`src/rtl/new_task_arbiter_if.sv`:
```
// Stream bundle around the new-task arbiter: per-accelerator AXI-Stream inputs (s_*) and the merged output (m_*).
// The arbiter takes the slave modport; the accelerator/manager side takes the master modport.
interface new_task_arbiter_if #(
    parameter int MAX_ACCS = 16
) ();
    localparam int ACC_BITS = $clog2(MAX_ACCS);

    logic [MAX_ACCS-1:0]    s_tvalid;
    logic [MAX_ACCS-1:0]    s_tready;
    logic [64*MAX_ACCS-1:0] s_tdata;
    logic [MAX_ACCS-1:0]    s_tlast;
    logic [5*MAX_ACCS-1:0]  s_tdest;

    logic                   m_tvalid;
    logic                   m_tready;
    logic [63:0]            m_tdata;
    logic                   m_tlast;
    logic [ACC_BITS-1:0]    m_tid;
    logic [4:0]             m_tdest;

    modport slave (
        input  s_tvalid, s_tdata, s_tlast, s_tdest, m_tready,
        output s_tready, m_tvalid, m_tdata, m_tlast, m_tid, m_tdest
    );

    modport master (
        output s_tvalid, s_tdata, s_tlast, s_tdest, m_tready,
        input  s_tready, m_tvalid, m_tdata, m_tlast, m_tid, m_tdest
    );
endinterface

```
`src/rtl/new_task_arbiter.sv`:
```
// Packet-locked round-robin merge of per-accelerator new-task streams, tagged with the source index on m_tid,
// behind a registered output with a one-entry skid buffer. Define NEW_TASK_ARB_PKT_COUNT_EN to add pkt_count.
module new_task_arbiter #(
    parameter int MAX_ACCS = 16
) (
    input  logic              clk,
    input  logic              rstn,
    new_task_arbiter_if.slave bus
`ifdef NEW_TASK_ARB_PKT_COUNT_EN
    ,
    output logic [31:0]       pkt_count
`endif
);
    localparam int ACC_BITS = $clog2(MAX_ACCS);

    typedef enum logic {IDLE, XFER} state_t;

    typedef struct packed {
        logic [63:0]         data;
        logic                last;
        logic [ACC_BITS-1:0] id;
        logic [4:0]          dest;
    } beat_t;

    state_t              state;
    logic [ACC_BITS-1:0] grant;
    logic [ACC_BITS-1:0] last_grant;
    logic [ACC_BITS-1:0] next_grant;
    logic [ACC_BITS-1:0] cand;
    logic                found;
    logic                any_req;

    logic [63:0]         chan_data [MAX_ACCS];
    logic [4:0]          chan_dest [MAX_ACCS];

    beat_t               in_beat;
    beat_t               main_beat;
    beat_t               skid_beat;
    logic                main_valid;
    logic                skid_valid;
    logic                accept;
    logic                drain;
    logic [MAX_ACCS-1:0] s_tready;

    always_comb begin
        for (int i = 0; i < MAX_ACCS; i++) begin
            chan_data[i] = bus.s_tdata[64*i +: 64];
            chan_dest[i] = bus.s_tdest[5*i +: 5];
        end
    end

    // Round-robin scan starting just after the last packet's owner, wrapping at MAX_ACCS-1.
    always_comb begin
        // NOTE: blocking assignments with defaults up front keep this block purely combinational; a missing default would infer a latch.
        next_grant = last_grant;
        found      = 1'b0;
        cand       = last_grant;
        for (int off = 0; off < MAX_ACCS; off++) begin
            cand = (cand == ACC_BITS'(MAX_ACCS - 1)) ? '0 : cand + ACC_BITS'(1);
            if (!found && bus.s_tvalid[cand]) begin
                next_grant = cand;
                found      = 1'b1;
            end
        end
    end

    assign any_req = |bus.s_tvalid;

    always_comb begin
        in_beat = '{data: chan_data[grant], last: bus.s_tlast[grant], id: grant, dest: chan_dest[grant]};
    end

    // A full skid entry back-pressures the granted channel, so the slice never holds more than two beats.
    assign accept = (state == XFER) && bus.s_tvalid[grant] && !skid_valid;
    assign drain  = main_valid && bus.m_tready;

    always_comb begin
        s_tready = '0;
        if (state == XFER && !skid_valid) begin
            s_tready[grant] = 1'b1;
        end
    end

    assign bus.s_tready = s_tready;

    always_ff @(posedge clk) begin
        // NOTE: non-blocking assignments so every register samples pre-edge values regardless of statement order.
        if (!rstn) begin
            state      <= IDLE;
            grant      <= '0;
            last_grant <= ACC_BITS'(MAX_ACCS - 1);
        end else begin
            case (state)
                IDLE: begin
                    if (any_req) begin
                        grant <= next_grant;
                        state <= XFER;
                    end
                end
                XFER: begin
                    if (accept && in_beat.last) begin
                        last_grant <= grant;
                        state      <= IDLE;
                    end
                end
            endcase
        end
    end

    // Output slice: a new beat goes to main whenever main is free or leaving this cycle, otherwise to skid.
    always_ff @(posedge clk) begin
        if (!rstn) begin
            main_valid <= 1'b0;
            skid_valid <= 1'b0;
            main_beat  <= '0;
            skid_beat  <= '0;
        end else if (accept) begin
            if (!main_valid || bus.m_tready) begin
                main_beat  <= in_beat;
                main_valid <= 1'b1;
            end else begin
                skid_beat  <= in_beat;
                skid_valid <= 1'b1;
            end
        end else if (drain) begin
            if (skid_valid) begin
                main_beat  <= skid_beat;
                skid_valid <= 1'b0;
            end else begin
                main_valid <= 1'b0;
            end
        end
    end

    assign bus.m_tvalid = main_valid;
    assign bus.m_tdata  = main_beat.data;
    assign bus.m_tlast  = main_beat.last;
    assign bus.m_tid    = main_beat.id;
    assign bus.m_tdest  = main_beat.dest;

`ifdef NEW_TASK_ARB_PKT_COUNT_EN
    always_ff @(posedge clk) begin
        if (!rstn) begin
            pkt_count <= '0;
        end else if (drain && main_beat.last) begin
            pkt_count <= pkt_count + 32'd1;
        end
    end
`endif
endmodule

```
`src/flat_wrapper.sv`:
```
// flat-port wrapper written by rule: the top's interface ports become plain ports
module new_task_arbiter_flat 
#(
    parameter int MAX_ACCS = 16
)
  (clk, rstn, bus_s_tvalid, bus_s_tdata, bus_s_tlast, bus_s_tdest, bus_m_tready, bus_s_tready, bus_m_tvalid, bus_m_tdata, bus_m_tlast, bus_m_tid, bus_m_tdest);
  new_task_arbiter_if #(.MAX_ACCS(MAX_ACCS)) bus_i ();
  input  logic clk;
  input  logic rstn;
  input wire logic [$bits(bus_i.s_tvalid)-1:0] bus_s_tvalid;
  input wire logic [$bits(bus_i.s_tdata)-1:0] bus_s_tdata;
  input wire logic [$bits(bus_i.s_tlast)-1:0] bus_s_tlast;
  input wire logic [$bits(bus_i.s_tdest)-1:0] bus_s_tdest;
  input wire logic [$bits(bus_i.m_tready)-1:0] bus_m_tready;
  output wire logic [$bits(bus_i.s_tready)-1:0] bus_s_tready;
  output wire logic [$bits(bus_i.m_tvalid)-1:0] bus_m_tvalid;
  output wire logic [$bits(bus_i.m_tdata)-1:0] bus_m_tdata;
  output wire logic [$bits(bus_i.m_tlast)-1:0] bus_m_tlast;
  output wire logic [$bits(bus_i.m_tid)-1:0] bus_m_tid;
  output wire logic [$bits(bus_i.m_tdest)-1:0] bus_m_tdest;
  assign bus_i.s_tvalid = bus_s_tvalid;
  assign bus_i.s_tdata = bus_s_tdata;
  assign bus_i.s_tlast = bus_s_tlast;
  assign bus_i.s_tdest = bus_s_tdest;
  assign bus_i.m_tready = bus_m_tready;
  assign bus_s_tready = bus_i.s_tready;
  assign bus_m_tvalid = bus_i.m_tvalid;
  assign bus_m_tdata = bus_i.m_tdata;
  assign bus_m_tlast = bus_i.m_tlast;
  assign bus_m_tid = bus_i.m_tid;
  assign bus_m_tdest = bus_i.m_tdest;
  new_task_arbiter #(.MAX_ACCS(MAX_ACCS)) u_core (.clk(clk), .rstn(rstn), .bus(bus_i));
endmodule
```
`config.mk`:
```
export PLATFORM = sky130hd
export DESIGN_NAME = new_task_arbiter_flat
export DESIGN_NICKNAME = d
export VERILOG_FILES = /design/src/rtl/new_task_arbiter_if.sv /design/src/rtl/new_task_arbiter.sv /design/src/flat_wrapper.sv
export SDC_FILE = /design/constraint.sdc
export NUM_CORES = 1
export LEC_CHECK = 0
export BUFFER_PORTS_ARGS = -buffer_cell sky130_fd_sc_hd__buf_2
export CORE_AREA = 4 4 477 479
export CTS_BUF_LIST = sky130_fd_sc_hd__clkbuf_4 sky130_fd_sc_hd__clkbuf_8
export DETAILED_ROUTE_END_ITERATION = 12
export DIE_AREA = 0 0 481 483
export GPL_ROUTABILITY_DRIVEN = 1
export SLEW_MARGIN = 20
export SYNTH_ARGS = -nofsm -noshare
export SYNTH_HDL_FRONTEND = slang
export SYNTH_SLANG_ARGS = --single-unit
```
`constraint.sdc`:
```
create_clock -name clk -period 4.5 [get_ports clk]
set_input_delay 0.675 -clock clk [delete_from_list [all_inputs] [get_ports clk]]
set_output_delay 0.675 -clock clk [all_outputs]
set_load 0.03 [all_outputs]
```
==> flow_summary.yaml, run 1 <==
status:
  result_of_the_run: "complete, no violations"
floorplanning:
  floorplan.initialDensity: 0.0806
  chipWidth_um: 481
  rows: 174
  design.die.area_um2: 232000
  top_level_pins: 1230
  die_h_um: 483
  design.core.area_um2: 224000
final_layout:
  areaGrowthSynthToFinish_pct: 69.9
  post_route_cells_drive_above_1_share: 0.681
  fin_nets: 4112
  final_core_utilization: 0.137
  design_area_um2: 30600
logic_synthesis:
  synth_xor_area_frac: 0.00916
  synth-adder-area-share: 0.00333
  ys_top_cells_by_area: "sky130_fd_sc_hd__mux4_2 (46%), sky130_fd_sc_hd__dfxtp_1 (18%), sky130_fd_sc_hd__mux2i_1 (5.8%)"
  synth_warnings: 0
  synth-edff-count: 0
  post_synth_num_cell_types: 89
  yosys_most_used_dff: "sky130_fd_sc_hd__dfxtp_1"
  synth_common_cells: "sky130_fd_sc_hd__mux4_2 (372), sky130_fd_sc_hd__nand2_1 (246), sky130_fd_sc_hd__dfxtp_1 (159), sky130_fd_sc_hd__clkbuf_1 (113), sky130_fd_sc_hd__mux2i_1 (104)"
  synth_top_area_share: 0.465
  yosysMostFrequentCell: "sky130_fd_sc_hd__mux4_2"
  post_synth_mux_area_share: 0.532
  synth_top_family_by_area: "multiplexers"
  synth-compound-area-share: 0.128
  avgSynthCellArea_um2: 11.2
  post_synth_instance_area_um2: 18000
  synth_sequential_area_ratio: 0.177
  yosys_register_bits: 159
  area_share_of_and_or_nand_nor_cells_after_synthesis: 0.111
  largest_area_contributor_in_the_netlist: "sky130_fd_sc_hd__mux4_2"
  postSynthNetCount: 2753
  asyncSetResetFlopFracSynth: 0
  post_synth_inst_count: 1610
clocking:
  cts_buf_count: 17
  h_tree_depth: 4
  tritoncts: "built"
  cts_root_buffer: "sky130_fd_sc_hd__clkbuf_8"
  holdBufCountCts: 0
  clk_pin_slew_ns: 0.10
  cts_max_path_buffers: 2
  cts_sinks: 159
  clock_latency_ns: 0.63
global_route:
  grt_busiest_layer: "met2"
  grt_pass1_vias: 22500
  antenna_violations_before_repair: 177
  grt_use_total: 0.167
  grt_first_pass_wirelength_um: 249000
  global_route.overflow_total: 0
  grt.met2_usage: 0.258
  grtUsageMet3: 0.0597
  grt_max_degree: 90
  groute.layer.met1.usage: 0.218
power_and_ir_drop:
  power_switching_w: 0.0116
  netSwitchingFraction: 0.519
  ir_worst_vdd_v: 0.000400
  internal-power_w: 0.0108
  combPwrFrac: 0.860
  power.static_leakage_nw: 12.5
  share_seq_of_total_power: 0.088
  clockPowerShare: 0.052
  pwr_density_cell_nw_per_um2: 733
drt:
  ant_nets: 0
  route.detailed.wl_per_inst_um: 33.5
  drc: 0
  drt_wl_total_um: 202000
  via_per_instance_ratio: 3.81
  vias: 23000
  initialDrtViolationCount: 2137
  drt_pass1_iterations: 5
timing:
  setup_viol: 0
  tns_ns: 0
  worst_margin_pin_slew_ns: 1.03
  grt_setup_unrepaired: "true"
  share_of_the_clock_period_used_by_the_worst_path_after_layout: 0.989
  finalCriticalPeriod_ns: 4.45
  fin_worst_hold_slack_ns: 0.277
  finClkSkew_ns: 0.0350
  final-max-slew-violation-count: 0
  fmax_mhz: 225
  timing.max_slew.rel_slack: 0.314
  report.final.hold_viol_count: 0
  setup_slack_ns: 0.0489
place:
  gp_congestion: 1.02
  worst_case_setup_slack_after_placement_ns: -0.336
  port-buffer-count: 1229
  dp_hpwl_um: 181000
  dpl_cell_area_um2: 29400
min_path:
  hold-path-cell-count: 2
  worstHoldStart: "bus_m_tready"
  timing.hold.worst.class: "primary input to register"
  hold_end: "u_core.skid_valid"
setup_path:
  critical_path.slowest_cell: "sky130_fd_sc_hd__or4_4"
  critical-path-max-stage-delay_ns: 0.51
  cp.required_ns: 5.00
  worst_ep_arrival_time_ns: 4.95
  timing.critical_path.depth: 22
  r2r-start: "u_core.last_grant[0]"
  critical_path.startpoint_type: "register"
  r2r_slack_ns: 0.05
  crit_path_frequent_cell: "sky130_fd_sc_hd__buf_4"
  critPathKind: "register to register"
  timing.critical_path.buf_inv: 8
  timing.reg2reg.worst_path_depth: 22
  crit_family: "compound AO/OA/AOI/OAI gates"
  setup.worst_path.end_class: "register"
  crit_chain: "buf_6, ha_4, xor2_4, buf_4, buf_6, o2111ai_2, buf_4, o311ai_4, a211oi_4, a21oi_4, buf_4, buf_4, o211a_4, o21ai_4, a211oi_1, buf_4, and4_1, or4_4, nor3_4, buf_4, a31oi_1, o311a_1"
  critical_path.reg2reg.endpoint: "u_core.grant[0]"
  path_max_fanout: 7
job:
  maxCapViolCount: 0
## layout by cell type, fill, tap and decap left out, drive strengths merged, types with 8 or more instances in the layout
master     n
nand3     30
clkbuf    20
o211a     44
a311oi     9
inv       19
nor3      27
o22ai      9
o21ai     27
xnor2      8
a31oi     10
a21oi     94
mux2i    104
nor2      91
buf     1506
dfxtp    159
diode     54
mux2      16
a211oi    42
and2       8
o211ai    10
mux4     372
nand2    246
## worst max-delay path by stage
stage | from | to | slack (ns)
finish | u_core.last_grant[0] | u_core.grant[0] | 0.05
global route | u_core.last_grant[0] | u_core.grant[0] | -0.12
detailed placement | u_core.last_grant[0] | u_core.grant[1] | -0.34
floorplan | u_core.last_grant[0] | u_core.grant[0] | 0.02
CTS | u_core.last_grant[1] | u_core.grant[1] | 0.003
global placement | u_core.last_grant[0] | u_core.grant[0] | -0.36
## flip-flops by register name, summed over array words and instances, names as in the netlist
signal	count
u_core.bus.m_tdata	64
u_core.bus.m_tdest	5
u_core.bus.m_tid	4
u_core.bus.m_tlast	1
u_core.bus.m_tvalid	1
u_core.grant	4
u_core.last_grant	4
u_core.skid_beat	74
u_core.skid_valid	1
u_core.state	1
## through the flow
stage | std cells | power (W)
after global placement | 5919 | 0.0200
after CTS | 5956 | 0.0216
final | 6028 | 0.0225
after floorplan | 1610 | 0.0110
after global routing | 5998 | 0.0236
after detailed placement | 5919 | 0.0200
## worst reg2reg max path, delay by kind of cell (launching register included)
kind | cells | cell delay (ns)
adders and majority gates | 1 | 0.21
AOI/OAI and AO/OA | 9 | 1.52
and+or+nand+nor | 3 | 0.94
DFF | 1 | 0.37
buffers and inverters | 8 | 1.12
xor gates and xnor gates | 1 | 0.20
## layer usage
layer	routed length, um	up-vias
li1	-	9397
met1	85500	11600
met2	89300	1520
met3	21200	326
met4	5420	90
met5	599	-
## power groups by stage
stage / Clock [W] / Sequential, W / Combinational [W]
global placement: 0 / 0.00201 / 0.0180
floorplan: 0 / 0.00223 / 0.00880
global route: 0.00129 / 0.00202 / 0.0203
finish: 0.00117 / 0.00198 / 0.0193
CTS: 0.00126 / 0.00199 / 0.0183
detailed placement: 0 / 0.00202 / 0.0180
## repair_timing
item,CTS,global route
pin swaps,6,36
resized for setup,18,82
endpoints found under the setup margin,4,4
gates cloned,0,1
setup buffers,5,18
## area by class of cell
class | instances | area [um^2]
repair buffers | 1506 | 8500
diodes | 54 | 135
flip-flops and latches | 159 | 3200
clock inverters | 12 | 101
inverters | 14 | 57.6
well taps | 2992 | 3740
multi-input cells | 1271 | 14600
fillers | 25600 | 193000
clock buffers | 20 | 269
## cell families after synthesis
group	after synthesis
AO/OA/AOI/OAI	313
XOR/XNOR	11
AND/OR/NAND/NOR	450
multiplexers	491
flip-flops	159
buffers and inverters	181
adder cells (fa/ha/maj)	5
Power figures use the tool's default switching activity.
==> inputs of run 2 (changes only) <==
CORE_AREA = 4 4 482 484   (was 4 4 477 479)
DIE_AREA = 0 0 486 488   (was 0 0 481 483)
PLACE_DENSITY = 0.3   (was not set)
clock period = 4.1 ns   (was 4.5 ns; I/O delays follow)
==> run 2 against run 1 <==
Compared with the run above: hold slack worse by 0.10 ns; the flow now finishes with violations (negative setup slack); critical path type unchanged; sequential power up 7%; non-clock buffer count is 29 higher; cell area increased by 1.8%; sequential cell count is the same; clock skew is 0.0086 ns lower; count of clock-buffer cells in the layout fell by 2; global-route usage down 1.5 points; die area rose by 2.1%.
==> flow_summary.yaml, run 2 (same netlist as run 1, synthesis figures left out) <==
power_and_ir_drop:
  combPwrFrac: 0.856
  power.static_leakage_nw: 12.7
  pwr_density_cell_nw_per_um2: 777
  power_switching_w: 0.0120
  netSwitchingFraction: 0.495
  clockPowerShare: 0.056
  ir_worst_vdd_v: 0.000450
  internal-power_w: 0.0122
  share_seq_of_total_power: 0.087
timing:
  fin_worst_hold_slack_ns: 0.172
  setup_viol: 4
  final-max-slew-violation-count: 0
  report.final.hold_viol_count: 0
  timing.max_slew.rel_slack: 0.314
  share_of_the_clock_period_used_by_the_worst_path_after_layout: 1.03
  worst_margin_pin_slew_ns: 1.03
  finClkSkew_ns: 0.0264
  finalCriticalPeriod_ns: 4.24
  setup_slack_ns: -0.139
  fmax_mhz: 236
  grt_setup_unrepaired: "true"
setup_path:
  worst_ep_arrival_time_ns: 4.81
  critPathKind: "register to register"
  setup.worst_path.end_class: "register"
  cp.required_ns: 4.67
  path_max_fanout: 9
  critical_path.startpoint_type: "register"
drt:
  route.detailed.wl_per_inst_um: 30.7
  drt_wl_total_um: 187000
  vias: 22400
  via_per_instance_ratio: 3.67
  ant_nets: 0
  drc: 0
  initialDrtViolationCount: 1409
  drt_pass1_iterations: 5
global_route:
  grt_use_total: 0.152
  grt_pass1_vias: 22900
  grt_first_pass_wirelength_um: 236000
  global_route.overflow_total: 0
  grt_max_degree: 105
  antenna_violations_before_repair: 176
clocking:
  h_tree_depth: 4
  tritoncts: "built"
  cts_buf_count: 17
  clock_latency_ns: 0.65
  cts_root_buffer: "sky130_fd_sc_hd__clkbuf_8"
  cts_sinks: 159
  cts_max_path_buffers: 2
  clk_pin_slew_ns: 0.13
place:
  port-buffer-count: 1229
  placedCellCount: 5952
  dp_hpwl_um: 165000
  gp_congestion: 0.970
final_layout:
  areaGrowthSynthToFinish_pct: 72.9
  layout.cells.non_filler: 6086
  post_route_cells_drive_above_1_share: 0.690
  largest_register_ff_count: 74
  fin_nets: 4141
  final_cell_mix: "sky130_fd_sc_hd__buf_2 (1,228), sky130_fd_sc_hd__mux4_2 (372), sky130_fd_sc_hd__buf_4 (272)"
  mostFrequentLayoutCell: "sky130_fd_sc_hd__buf_2"
  top_register: "u_core.skid_beat"
status:
  result_of_the_run: "complete, but fails checks"
  failed_checks: "negative setup slack"
floorplanning:
  design.die.area_um2: 237000
  design.core.area_um2: 227000
  chipWidth_um: 486
  die_h_um: 488
  floorplan.initialDensity: 0.0793
  rows: 175
  top_level_pins: 1230
job:
  maxCapViolCount: 0
min_path:
  timing.hold.worst.class: "primary input to register"
==> run 2: changes by cell type in the layout (fill, tap and decap cells not counted), sizes merged, moves of 2 or more <==
cell / before / now
buf: 1506 / 1535
diode: 54 / 66
clkinvlp: 4 / 1
inv: 19 / 22
clkbuf: 20 / 18
==> run 2: power groups by stage <==
stage | registers (W) | clock network, W | logic (W)
6_report | 0.00211 | 0.00136 | 0.0207
3_5_place_dp | 0.00216 | 0 | 0.0189
2_1_floorplan | 0.00246 | 0 | 0.00987
4_1_cts | 0.00213 | 0.00149 | 0.0204
5_1_grt | 0.00216 | 0.00151 | 0.0221
3_3_place_gp | 0.00215 | 0 | 0.0190
==> run 2: what timing repair did <==
action / in CTS / in global routing
pin swaps: 37 / 24
setup buffers: 25 / 10
gates resized for setup: 74 / 37
gates cloned: 1 / 0
hold buffers: 0 / 0
endpoints found under the setup margin: 4 / 4
==> run 2: cell type report <==
| class | instances | area, um^2 |
|---|---|---|
| Fill cell | 26100 | 196000 |
| Multi-Input combinational cell | 1271 | 14800 |
| Timing Repair Buffer | 1535 | 8770 |
| Tap cell | 3009 | 3760 |
| Sequential cell | 159 | 3210 |
| Clock buffer | 18 | 241 |
| Antenna cell | 66 | 165 |
| Clock inverter | 14 | 150 |
| Inverter | 14 | 65.1 |
==> run 2: final timing paths <==
kind | start | endpoint | slack [ns] | cells past startpoint
worst max register to register | u_core.last_grant[1] | u_core.grant[2] | -0.14 | 19
worst min-delay path | bus_m_tready | u_core.skid_valid | 0.17 | 2
worst min register to register | u_core.skid_beat[0] | u_core.skid_beat[0] | 0.46 | 2
worst max-delay path | u_core.last_grant[1] | u_core.grant[2] | -0.14 | 19
==> run 2: per-stage QoR <==
step / util / TNS (ns) / cell area (um^2) / total power [W] / setup slack [ns]
global route: 0.137 / -1.15 / 31100 / 0.0258 / -0.311
CTS: 0.135 / -0.469 / 30700 / 0.0240 / -0.139
global placement: 0.131 / -2.08 / 29700 / 0.0212 / -0.560
finish: 0.137 / -0.448 / 31200 / 0.0242 / -0.139
detailed placement: 0.131 / -2.02 / 29700 / 0.0211 / -0.542
floorplan: - / -0.0448 / 18200 / 0.0123 / -0.0375
==> run 2: layer usage <==
layer	GRT usage	vias to the layer above	wire length, um
li1	-	9460	-
met1	0.184	11400	75000
met2	0.248	1094	87500
met3	0.0645	324	19100
met4	0.0364	108	4530
met5	0	-	700
==> run 2: worst max-delay path, cell delays in order, from the launching register on <==
cell and delay [ns]:
sky130_fd_sc_hd__dfxtp_4 0.37, sky130_fd_sc_hd__buf_6 0.12, sky130_fd_sc_hd__ha_4 0.20, sky130_fd_sc_hd__xnor2_2 0.16, sky130_fd_sc_hd__buf_4 0.21, sky130_fd_sc_hd__buf_6 0.18
sky130_fd_sc_hd__o21ai_0 0.11, sky130_fd_sc_hd__a311o_1 0.37, sky130_fd_sc_hd__buf_4 0.17, sky130_fd_sc_hd__o31ai_1 0.32, sky130_fd_sc_hd__buf_4 0.20, sky130_fd_sc_hd__mux2_2 0.19
sky130_fd_sc_hd__o21ai_4 0.07, sky130_fd_sc_hd__a221oi_2 0.25, sky130_fd_sc_hd__buf_4 0.17, sky130_fd_sc_hd__nand3_4 0.12, sky130_fd_sc_hd__or3_4 0.41, sky130_fd_sc_hd__o32ai_4 0.30
sky130_fd_sc_hd__inv_1 0.08, sky130_fd_sc_hd__a22oi_2 0.15
==> inputs of run 3 (changes only) <==
SKIP_CTS_REPAIR_TIMING = 1   (was not set)
==> run 3 against run 2 <==
Compared with the run above: power shrank 4.1%; the flow still finishes with violations (negative setup slack); cell count shrank 0.26%; clock power is essentially flat; sequential cell count is the same; highest routed layer unchanged; largest power group unchanged.
==> flow_summary.yaml, run 3 (same netlist as run 1, synthesis figures left out) <==
status:
  result_of_the_run: "complete, but fails checks"
  failed_checks: "negative setup slack"
timing:
  report.final.hold_viol_count: 0
  fmax_mhz: 230
  setup_slack_ns: -0.257
  finClkSkew_ns: 0.0264
  tns_ns: -0.822
  final-max-slew-violation-count: 0
  finalCriticalPeriod_ns: 4.36
  grt_setup_unrepaired: "true"
  timing.max_slew.rel_slack: 0.303
  setup_viol: 4
  worst_margin_pin_slew_ns: 1.05
  share_of_the_clock_period_used_by_the_worst_path_after_layout: 1.06
final_layout:
  areaGrowthSynthToFinish_pct: 70.6
  mostFrequentLayoutCell: "sky130_fd_sc_hd__buf_2"
  final_cell_mix: "sky130_fd_sc_hd__buf_2 (1,228), sky130_fd_sc_hd__mux4_2 (372), sky130_fd_sc_hd__buf_4 (262)"
  fin_nets: 4124
  largest_register_ff_count: 74
  top_register: "u_core.skid_beat"
  post_route_cells_drive_above_1_share: 0.680
drt:
  vias: 22300
  initialDrtViolationCount: 1586
  drt_wl_total_um: 187000
  drt_pass1_iterations: 5
  route.detailed.wl_per_inst_um: 30.7
  via_per_instance_ratio: 3.67
  drc: 0
  ant_nets: 0
setup_path:
  critical-path-max-stage-delay_ns: 0.55
  crit_chain: "buf_6, ha_4, xor2_4, buf_6, o311a_1, o211ai_1, o211ai_1, o211a_1, o21ai_2, nor2_2, buf_4, buf_4, and3_1, or4_1, nor3_2, buf_4, a31oi_1, o311a_1"
  crit_family: "compound AO/OA/AOI/OAI gates"
  critical_path.slowest_cell: "sky130_fd_sc_hd__or4_1"
  critPathKind: "register to register"
  crit_path_frequent_cell: "sky130_fd_sc_hd__buf_4"
  cp.required_ns: 4.64
  setup.worst_path.end_class: "register"
  critical_path.startpoint_type: "register"
  timing.critical_path.buf_inv: 5
  timing.critical_path.from: "u_core.last_grant[1]"
  worst_ep_arrival_time_ns: 4.90
  r2r-start: "u_core.last_grant[1]"
  path_max_fanout: 10
floorplanning:
  die_h_um: 488
  top_level_pins: 1230
  chipWidth_um: 486
  design.core.area_um2: 227000
  rows: 175
  floorplan.initialDensity: 0.0793
  design.die.area_um2: 237000
power_and_ir_drop:
  ir_worst_vdd_v: 0.000371
  netSwitchingFraction: 0.498
  power_switching_w: 0.0116
  share_seq_of_total_power: 0.091
  power.static_leakage_nw: 12.6
  clockPowerShare: 0.059
  internal-power_w: 0.0116
  combPwrFrac: 0.850
  pwr_density_cell_nw_per_um2: 755
clocking:
  cts_sinks: 159
  clk_pin_slew_ns: 0.13
  cts_max_path_buffers: 2
  h_tree_depth: 4
  cts_buf_count: 17
  clock_latency_ns: 0.65
  tritoncts: "built"
  cts_root_buffer: "sky130_fd_sc_hd__clkbuf_8"
global_route:
  grt_pass1_vias: 22700
  grt_use_total: 0.151
  antenna_violations_before_repair: 177
  grt_first_pass_wirelength_um: 235000
  grt_max_degree: 105
  global_route.overflow_total: 0
place:
  port-buffer-count: 1229
  dp_hpwl_um: 165000
  worst_case_setup_slack_after_placement_ns: -0.542
  gp_congestion: 0.970
min_path:
  timing.hold.worst.class: "primary input to register"
  worstHoldStart: "bus_m_tready"
job:
  maxCapViolCount: 0
## run 3: cell types whose count changed in the layout (fill, tap and decap cells not counted), sizes merged
cell	delta
buf	-17
diode	+1
inv	-1
clkinv	+1
## run 3: worst paths after layout
| kind | endpoint | slack (ns) | depth (start not counted) |
|---|---|---|---|
| worst max-delay path | u_core.grant[0] | -0.26 | 18 |
| worst min-delay path | u_core.skid_valid | 0.18 | 2 |
| worst max register to register | u_core.grant[0] | -0.26 | 18 |
| worst min register to register | u_core.skid_beat[0] | 0.46 | 2 |
## run 3: stage by stage
step	cells	hold slack, ns	area, um^2	utilization	power, W
2_1_floorplan	1610	0.436	18200	-	0.0123
3_3_place_gp	5951	0.441	29700	0.131	0.0212
3_5_place_dp	5952	0.447	29700	0.131	0.0211
4_1_cts	5984	0.0161	30100	0.133	0.0226
5_1_grt	6032	0.0936	30600	0.135	0.0247
6_report	6070	0.175	30700	0.135	0.0232
## run 3: layout make-up
class / instances / area [um^2]
fillers: 26200 / 197000
multi-input cells: 1271 / 14500
diodes: 67 / 168
repair buffers: 1518 / 8610
clock buffers: 18 / 241
inverters: 14 / 63.8
flip-flops and latches: 159 / 3210
clock inverters: 14 / 150
well taps: 3009 / 3760
## run 3: power groups by stage
| stage | clock (W) | combinational [W] | sequential, W |
|---|---|---|---|
| after floorplan | 0 | 0.00987 | 0.00246 |
| after global placement | 0 | 0.0190 | 0.00215 |
| after detailed placement | 0 | 0.0189 | 0.00216 |
| after CTS | 0.00149 | 0.0190 | 0.00213 |
| after global routing | 0.00151 | 0.0210 | 0.00216 |
| final | 0.00136 | 0.0197 | 0.00212 |
## run 3: routing by layer
| layer | global-route usage | routed length, um | vias up |
|---|---|---|---|
| met5 | 0 | 700 | - |
| met4 | 0.0364 | 4600 | 108 |
| met3 | 0.0650 | 19300 | 325 |
| met2 | 0.247 | 87200 | 1086 |
| met1 | 0.183 | 74800 | 11300 |
| li1 | - | - | 9424 |
